`config.mk`:
```
export PLATFORM = sky130hd
export DESIGN_NAME = room_light_controller
export DESIGN_NICKNAME = d
export VERILOG_FILES = /design/src/rtl/room_light_controller_pkg.sv /design/src/rtl/room_light_controller_fsm.sv /design/src/rtl/room_light_controller.sv
export SDC_FILE = /design/constraint.sdc
export NUM_CORES = 1
export LEC_CHECK = 0
export BUFFER_PORTS_ARGS = -buffer_cell sky130_fd_sc_hd__buf_2
export CELL_PAD_IN_SITES_DETAIL_PLACEMENT = 0
export CELL_PAD_IN_SITES_GLOBAL_PLACEMENT = 1
export CORE_ASPECT_RATIO = 1.5
export CORE_MARGIN = 2
export CORE_UTILIZATION = 43
export DETAILED_ROUTE_END_ITERATION = 12
export GPL_ROUTABILITY_DRIVEN = 0
export PLACE_DENSITY_LB_ADDON = 0.1
export SETUP_SLACK_MARGIN = 0.05
export SYNTH_ARGS = -nofsm -noshare
export SYNTH_HDL_FRONTEND = slang
export SYNTH_SLANG_ARGS = --single-unit
export TNS_END_PERCENT = 50
```
`constraint.sdc`:
```
create_clock -name clk -period 2.6 [get_ports clk]
set_clock_uncertainty 0.2 [all_clocks]
set_input_delay 0.26 -clock clk [delete_from_list [all_inputs] [get_ports clk]]
set_output_delay 0.26 -clock clk [all_outputs]
set_load 0.02 [all_outputs]
```
`src/rtl/room_light_controller_pkg.sv`:
```
// Shared lighting constants: sensor width, default thresholds, hold time
// and the per-room state encoding.
package room_light_controller_pkg;

  localparam int DAYLIGHT_SENSOR_DATA_WIDTH = 8;
  localparam int LIGHT_THRESHOLD            = 100;
  localparam int LIGHT_HYSTERESIS           = 20;
  localparam int DEFAULT_HOLD_CYCLES        = 1000;

  typedef enum logic [1:0] {
    ROOM_OFF  = 2'd0,
    ROOM_ON   = 2'd1,
    ROOM_HOLD = 2'd2
  } room_state_e;

  function automatic int hold_cnt_width(input int hold_cycles);
    return $clog2(hold_cycles + 1);
  endfunction

endpackage

```
`src/rtl/room_light_controller_fsm.sv`:
```
// Per-room OFF/ON/HOLD controller with hold-off timer and manual override.
// The FSM keeps tracking occupancy while the override drives the light.
module room_light_fsm
  import room_light_controller_pkg::*;
#(
  parameter int HOLD_CYCLES = DEFAULT_HOLD_CYCLES
) (
  input  logic clk,
  input  logic rst,
  input  logic dark_i,
  input  logic presence_i,
  input  logic override_en_i,
  input  logic override_val_i,
  output logic light_o
);

  localparam int CNT_W = hold_cnt_width(HOLD_CYCLES);
  localparam logic [CNT_W-1:0] HOLD_LOAD = CNT_W'(HOLD_CYCLES - 1);
  localparam logic [CNT_W-1:0] CNT_ONE   = CNT_W'(1);

  room_state_e      state_q, state_d;
  logic [CNT_W-1:0] cnt_q, cnt_d;
  logic             light_q;

  // Next-state and hold-timer decode; loss of darkness always wins.
  always_comb begin
    state_d = state_q;
    cnt_d   = cnt_q;
    case (state_q)
      ROOM_OFF: begin
        if (presence_i && dark_i) state_d = ROOM_ON;
        else                      state_d = ROOM_OFF;
      end
      ROOM_ON: begin
        if (!dark_i) begin
          state_d = ROOM_OFF;
        end else if (!presence_i) begin
          state_d = ROOM_HOLD;
          cnt_d   = HOLD_LOAD;
        end else begin
          state_d = ROOM_ON;
        end
      end
      ROOM_HOLD: begin
        if (!dark_i) begin
          state_d = ROOM_OFF;
          cnt_d   = '0;
        end else if (presence_i) begin
          state_d = ROOM_ON;
          cnt_d   = '0;
        end else if (cnt_q == '0) begin
          state_d = ROOM_OFF;
        end else begin
          cnt_d   = cnt_q - CNT_ONE;
        end
      end
      default: begin
        state_d = ROOM_OFF;
        cnt_d   = '0;
      end
    endcase
  end

  // State, timer and light register; light reflects the state being entered.
  always_ff @(posedge clk or posedge rst) begin
    if (rst) begin
      state_q <= ROOM_OFF;
      cnt_q   <= '0;
      light_q <= 1'b0;
    end else begin
      state_q <= state_d;
      cnt_q   <= cnt_d;
      light_q <= override_en_i ? override_val_i : (state_d != ROOM_OFF);
    end
  end

  assign light_o = light_q;

endmodule

```
`src/rtl/room_light_controller.sv`:
```
// Multi-room lighting controller: one shared daylight hysteresis flag
// feeding an independent occupancy FSM per room.
module room_light_controller
  import room_light_controller_pkg::*;
#(
  parameter int NUM_ROOMS   = 4,
  parameter int DL_W        = DAYLIGHT_SENSOR_DATA_WIDTH,
  parameter int ON_THRESH   = LIGHT_THRESHOLD,
  parameter int OFF_THRESH  = LIGHT_THRESHOLD + LIGHT_HYSTERESIS,
  parameter int HOLD_CYCLES = DEFAULT_HOLD_CYCLES
) (
  input  logic                 clk,
  input  logic                 rst,
  input  logic [DL_W-1:0]      daylight,
  input  logic [NUM_ROOMS-1:0] presence,
  input  logic [NUM_ROOMS-1:0] override_en,
  input  logic [NUM_ROOMS-1:0] override_val,
  output logic [NUM_ROOMS-1:0] lights,
  output logic                 dark
);

  // One spare bit so thresholds at the top of the sensor range still compare.
  localparam int CMP_W = DL_W + 1;
  localparam logic [CMP_W-1:0] ON_LVL  = CMP_W'(ON_THRESH);
  localparam logic [CMP_W-1:0] OFF_LVL = CMP_W'(OFF_THRESH);

  logic [CMP_W-1:0] daylight_ext_s;
  logic             dark_q;

  assign daylight_ext_s = {1'b0, daylight};

  // Hysteresis flag: set strictly below ON level, clear at or above OFF level.
  always_ff @(posedge clk or posedge rst) begin
    if (rst) begin
      dark_q <= 1'b0;
    end else if (daylight_ext_s < ON_LVL) begin
      dark_q <= 1'b1;
    end else if (daylight_ext_s >= OFF_LVL) begin
      dark_q <= 1'b0;
    end else begin
      dark_q <= dark_q;
    end
  end

  assign dark = dark_q;

  for (genvar g = 0; g < NUM_ROOMS; g++) begin : g_room
    room_light_fsm #(
      .HOLD_CYCLES(HOLD_CYCLES)
    ) u_room (
      .clk           (clk),
      .rst           (rst),
      .dark_i        (dark_q),
      .presence_i    (presence[g]),
      .override_en_i (override_en[g]),
      .override_val_i(override_val[g]),
      .light_o       (lights[g])
    );
  end

endmodule

```
# After elaboration in Yosys (flattened, before gate mapping)
# Index checks and enable logic that the tools add are counted.
# classes
addsub	4
n_mul	0
div_mod_pow	0
n_lt_le_gt_ge	2
eq_ne	20
shift	0
muxes	58
bitwise_logic	4
n_reduce_logical	21
# ops
op	n
two-way mux 10 bit	20
one-hot mux 10 bit (3 select lines)	4
logical NOT 10 bit	4
two-way mux 2 bit	20
subtractor 10 x 1 -> 10 bit, second input constant	4
one-hot mux 2 bit (3 select lines)	4
!= test 2 bit, second input constant	8
!= test 4 bit, second input constant	4
AND reduction 4 bit	4
two-way mux 1 bit	10
nonzero test 2 bit	5
equality test 2 x 1 -> 1 bit, second input constant	4
equality test 2 bit, second input constant	4
greater-or-equal comparator 8 x 7 -> 1 bit, second input constant	1
logical NOT 2 bit	4
< comparator 8 x 7 -> 1 bit, second input constant	1
logical AND 1 bit	4
NOT 1 bit	4
# word_totals
regBits	53
latchBits	0
mem_bits_rw	0
rom_bits	0
in_bits	22
output_inout_bits	5
elab_cells	122
mem_count	0

# Depth between registers and ports, before layout
# logic_depth
ltp_word	7
depth_mapped	8
ltp_nobuf	6

# Modules after synthesis
# From an unflattened synthesis, not the netlist that was laid out.
# hier_totals
cells_unflattened	398
hier_area_um2	3713.6
# by_module_without_submodules
module	n_inst	cells_per_inst	area_per_inst_um2	seq_area_each_um2
room_light_fsm (g_room[0].u_room ...)	3	98	919.6	325.3
room_light_fsm (g_room[3].u_room)	1	99	900.9	325.3
room_light_controller	1	5	53.8	25.0

# Worst setup path after synthesis
# Ideal clock, no wire load.
# synth_timing
path_type	register -> register
startpoint	register g_room[3].u_room.cnt_q[0]
endpoint	register g_room[3].u_room.cnt_q[4]
setup_time_ns	0.121
t_arrival_ns	1.888
required_time_ns	2.279
slack_ns	0.390
path_stages_with_launch	7
path_buffers	0
synth_period_minus_slack_ns	2.210
path_cell_list	dfrtp_1 > inv_1 > ha_1 > or4b_4 > nor4_4 > nor3_2 > a32o_2
# synth_between
elab_chain_cells	5
elab_cells_between_ends	8
classes_between	1 x add/sub; 1 x eq/ne; 4 x mux; 2 x reduce/logical
# synth_lines
element	line	rtl
from (decl)	room_light_controller_fsm.sv:22	logic [CNT_W-1:0] cnt_q, cnt_d;
from (signal assigned)	room_light_controller_fsm.sv:72	cnt_q <= cnt_d;
subtractor 10 x 1 -> 10 bit	room_light_controller_fsm.sv:54	cnt_d = cnt_q - CNT_ONE;
two-way mux 10 bit	room_light_controller_fsm.sv:51	end else if (cnt_q == '0) begin
two-way mux 10 bit	room_light_controller_fsm.sv:48	end else if (presence_i) begin
two-way mux 10 bit	room_light_controller_fsm.sv:45	if (!dark_i) begin
one-hot mux 10 bit (3 select lines)	room_light_controller_fsm.sv:29	case (state_q)
# Parallel ways exist; a longest one is shown, timed or not. The select of a mux whose other input is x is not followed.
# A chain may end at the register's enable or synchronous reset.

# Final worst setup path
# layout_timing
startpoint	register g_room[3].u_room.cnt_q[0]
endpoint	register g_room[3].u_room.cnt_q[8]
# Same word-level chain as after synthesis.

==> results.md <==
- Residual DRC: 0
- CP delay by family, top: simple AND/OR/NAND/NOR gates
- Setup ws final: 0.237 ns
- Pwr/cell area: 504 nW/um^2
- Fill cells: 838
- Setup WS pre-CTS: 0.252 ns
- Area delta synth->final: 12.8%
- Slew Limit Headroom: 0.618
- DRC violation total after the first TritonRoute iteration: between 200 and 250
- WP buf/inv: 1
- Min-Delay Path Class: in2reg
- Sequential area share after synthesis: 0.365
- CP max stage delay: 0.51 ns
- Hold Worst Slack: 0.00758 ns
- Fmax: 423 MHz
- Area occupied by multi-input gates: 2090 sq um
- Design Area, Final: around 4000 sq um
- CP max FO: 6
- Layout cells sized above 1: 0.141
- Initial DRT Pass Iterations: 4
- Ports: 27
- Inst Count DP: 535
- Max-Cap Viols: 0
- Top_reg_cell synth: dfrtp_1
- Number of port buffers: 24
- Cell area after placement: 3910 sq um
- Routed wire per std cell: 16.3 microns
- Power Total: 2.06 mW
- Post-route ant nets: 0
- Internal power: 1.44 mW
- #FFs+latches synth: 53
- Startpoint Class: flop
- Syn_nets: 450
- Slowest stage cell, crit path: or4b_4
- Final Util: 0.493
- Final hold violation count: 0
- Row count: 41
- Clock slew at reported path FFs: 0.07 ns
- Yosys warns: 0
- Critical path, cell by cell: inv_1, ha_1, or4b_4, nor4_4, nor2_1, a32o_1
- Setup tns final: 0 ns
- Post-synth EDFFs: 0
- CTS Sinks: 53
- Non-filler instance count after layout: 546
- CTS tree: yes
- Seq. cell area: 1330 sq um
- Routed via count: 3266
- Final setup vio count: 0
- Initial Utilization: 0.437
- Vias in the first global route: 3125
- # diodes: 0
- Syn avg cell area: 8.96 sq um
- H-Tree Depth: 2
- Final slew viol count: 0
- Period utilization: 0.909
- Synth async-reset ratio: 1.00
- Unrepaired setup endpoints after global routing: no
- Static Leak: approximately 1.8 nW
- Fin nets: 484
- Via/cell ratio: 5.98
- Sw frac: 0.304
- Die Width: 79.0 microns
- All-layer global routing usage: 0.204
- Min Tclk post-route: 2.36 ns
- CTS Buf Count: 5
- Status: completed
- Crit path DAT: 2.35 ns
- Net Sw Power: 0.627 mW
- Die Y: approximately 120 microns
- Core area: 8310 sq um
- Reg power frac: 0.444
- CP Capture Type: flop
- Maximum VDD drop: 0.000273 V
- Commonest non-fill, non-tap cell in the layout: dfrtp_1
- Root Buffer: clkbuf_16
- Die footprint: between 9000 and 10000 sq um
- CP Class: reg2reg
- Worst skew pair latency: around 0.3 ns
- Clk pwr share: 0.331
- Distinct cells, synth: 57
- Congestion Overflow GR: 0
- Post-DP HPWL: 6.60 mm
- CP required: roughly 2.6 ns
- Mapped Cells: just over 400
- Total length of routed wires: 8.89 mm
- First-pass GRT wire length: 15.0 mm
- Largest net degree at the start of global routing: 24
- Clock Path Buffers: 2
- Worst Tran Pin Value: 0.569 ns
- Logic pwr share: 0.225
- Mapped Area: 3630 sq um
- Most frequent cells in the layout: 53 x dfrtp_1, 33 x o21ai_0, 27 x inv_1
- Initial antenna violation count: 1
==> flip-flops by register name, indices dropped and copies added, names as in the netlist <==
name                   cells
dark                       1
g_room.u_room.cnt_q       40
g_room.u_room.light_o      4
g_room.u_room.state_q      8
==> power by group through the flow <==
stage               registers (mW)  clock network (mW)  logic (mW)
floorplan                    0.917                   0       0.337
global placement             0.931                   0       0.458
detailed placement           0.931                   0       0.458
CTS                          0.915               0.710       0.465
global route                 0.923               0.729       0.522
finish                       0.916               0.684       0.465
==> timing repair <==
action | 4_1_cts | 5_1_grt
resized for setup | 0 | 0
endpoints found under the hold margin | 24 | 0
hold buffers | 4 | 0
buffers inserted | 0 | 0
==> layer usage <==
metal | global-route usage | vias to the layer above | part of all wire
met5 | 0 | - | 0.0015
met4 | 0.0621 | 2 | 0.014
met3 | 0.0363 | 9 | 0.033
met2 | 0.353 | 59 | 0.51
met1 | 0.259 | 1576 | 0.45
li1 | - | 1620 | -
==> cells by family after synthesis <==
logic type	count (synthesis)	share of synthesized area
simple gates	148	0.245
compound gates	132	0.246
flops	53	0.365
buf+inv	47	0.0583
fa+ha+maj	23	0.0793
mux	2	0.00620
==> worst paths after layout <==
kind / end / startpoint / slack (ns) / cells past startpoint
worst min-delay path: g_room[0].u_room.light_o / override_en[0] / 0.008 / 3
min in group asynchronous: g_room[0].u_room.cnt_q[8] / rst / 0.33 / 3
worst min register to register: g_room[1].u_room.cnt_q[7] / g_room[1].u_room.cnt_q[7] / 0.33 / 1
worst max register to register: g_room[3].u_room.cnt_q[8] / g_room[3].u_room.cnt_q[0] / 0.24 / 6
worst max-delay path: g_room[3].u_room.cnt_q[8] / g_room[3].u_room.cnt_q[0] / 0.24 / 6
max in group asynchronous: g_room[2].u_room.cnt_q[9] / rst / 1.23 / 4
==> area by class of cell <==
class	count	share of cell area
well taps	107	0.0327
inverters	28	0.0257
multi-input cells	305	0.511
repair buffers	46	0.0721
clock buffers	7	0.0348
flip-flops and latches	53	0.324
==> cell usage after synthesis, drive strengths merged (3+ instances only) <==
cell type | count | area share
nor3 | 25 | 0.036
nand4 | 7 | 0.012
inv | 28 | 0.029
and3b | 4 | 0.0097
a31oi | 21 | 0.036
a21oi | 14 | 0.019
nand2b | 6 | 0.010
a22o | 7 | 0.017
o22ai | 4 | 0.0069
nor2b | 3 | 0.0052
or3 | 10 | 0.017
o21ai | 33 | 0.046
ha | 23 | 0.079
a21o | 4 | 0.0083
a41oi | 3 | 0.0072
nor4 | 6 | 0.023
o221ai | 4 | 0.0097
and2 | 4 | 0.0069
o31ai | 14 | 0.029
nand3 | 19 | 0.026
o41ai | 5 | 0.012
clkbuf | 8 | 0.0083
nand2 | 18 | 0.019
dfrtp | 53 | 0.37
nand4b | 5 | 0.012
o311ai | 3 | 0.0072
nor3b | 7 | 0.014
o211ai | 7 | 0.014
nor2 | 21 | 0.022
o2bb2ai | 4 | 0.0097
buf | 11 | 0.021
==> worst reg2reg max path, stage by stage, from the launching register on <==
cell	delay, ns
dfrtp_1	0.39
inv_1	0.10
ha_1	0.25
or4b_4	0.51
nor4_4	0.44
nor2_1	0.11
a32o_1	0.26
Power figures use the tool's default switching activity.
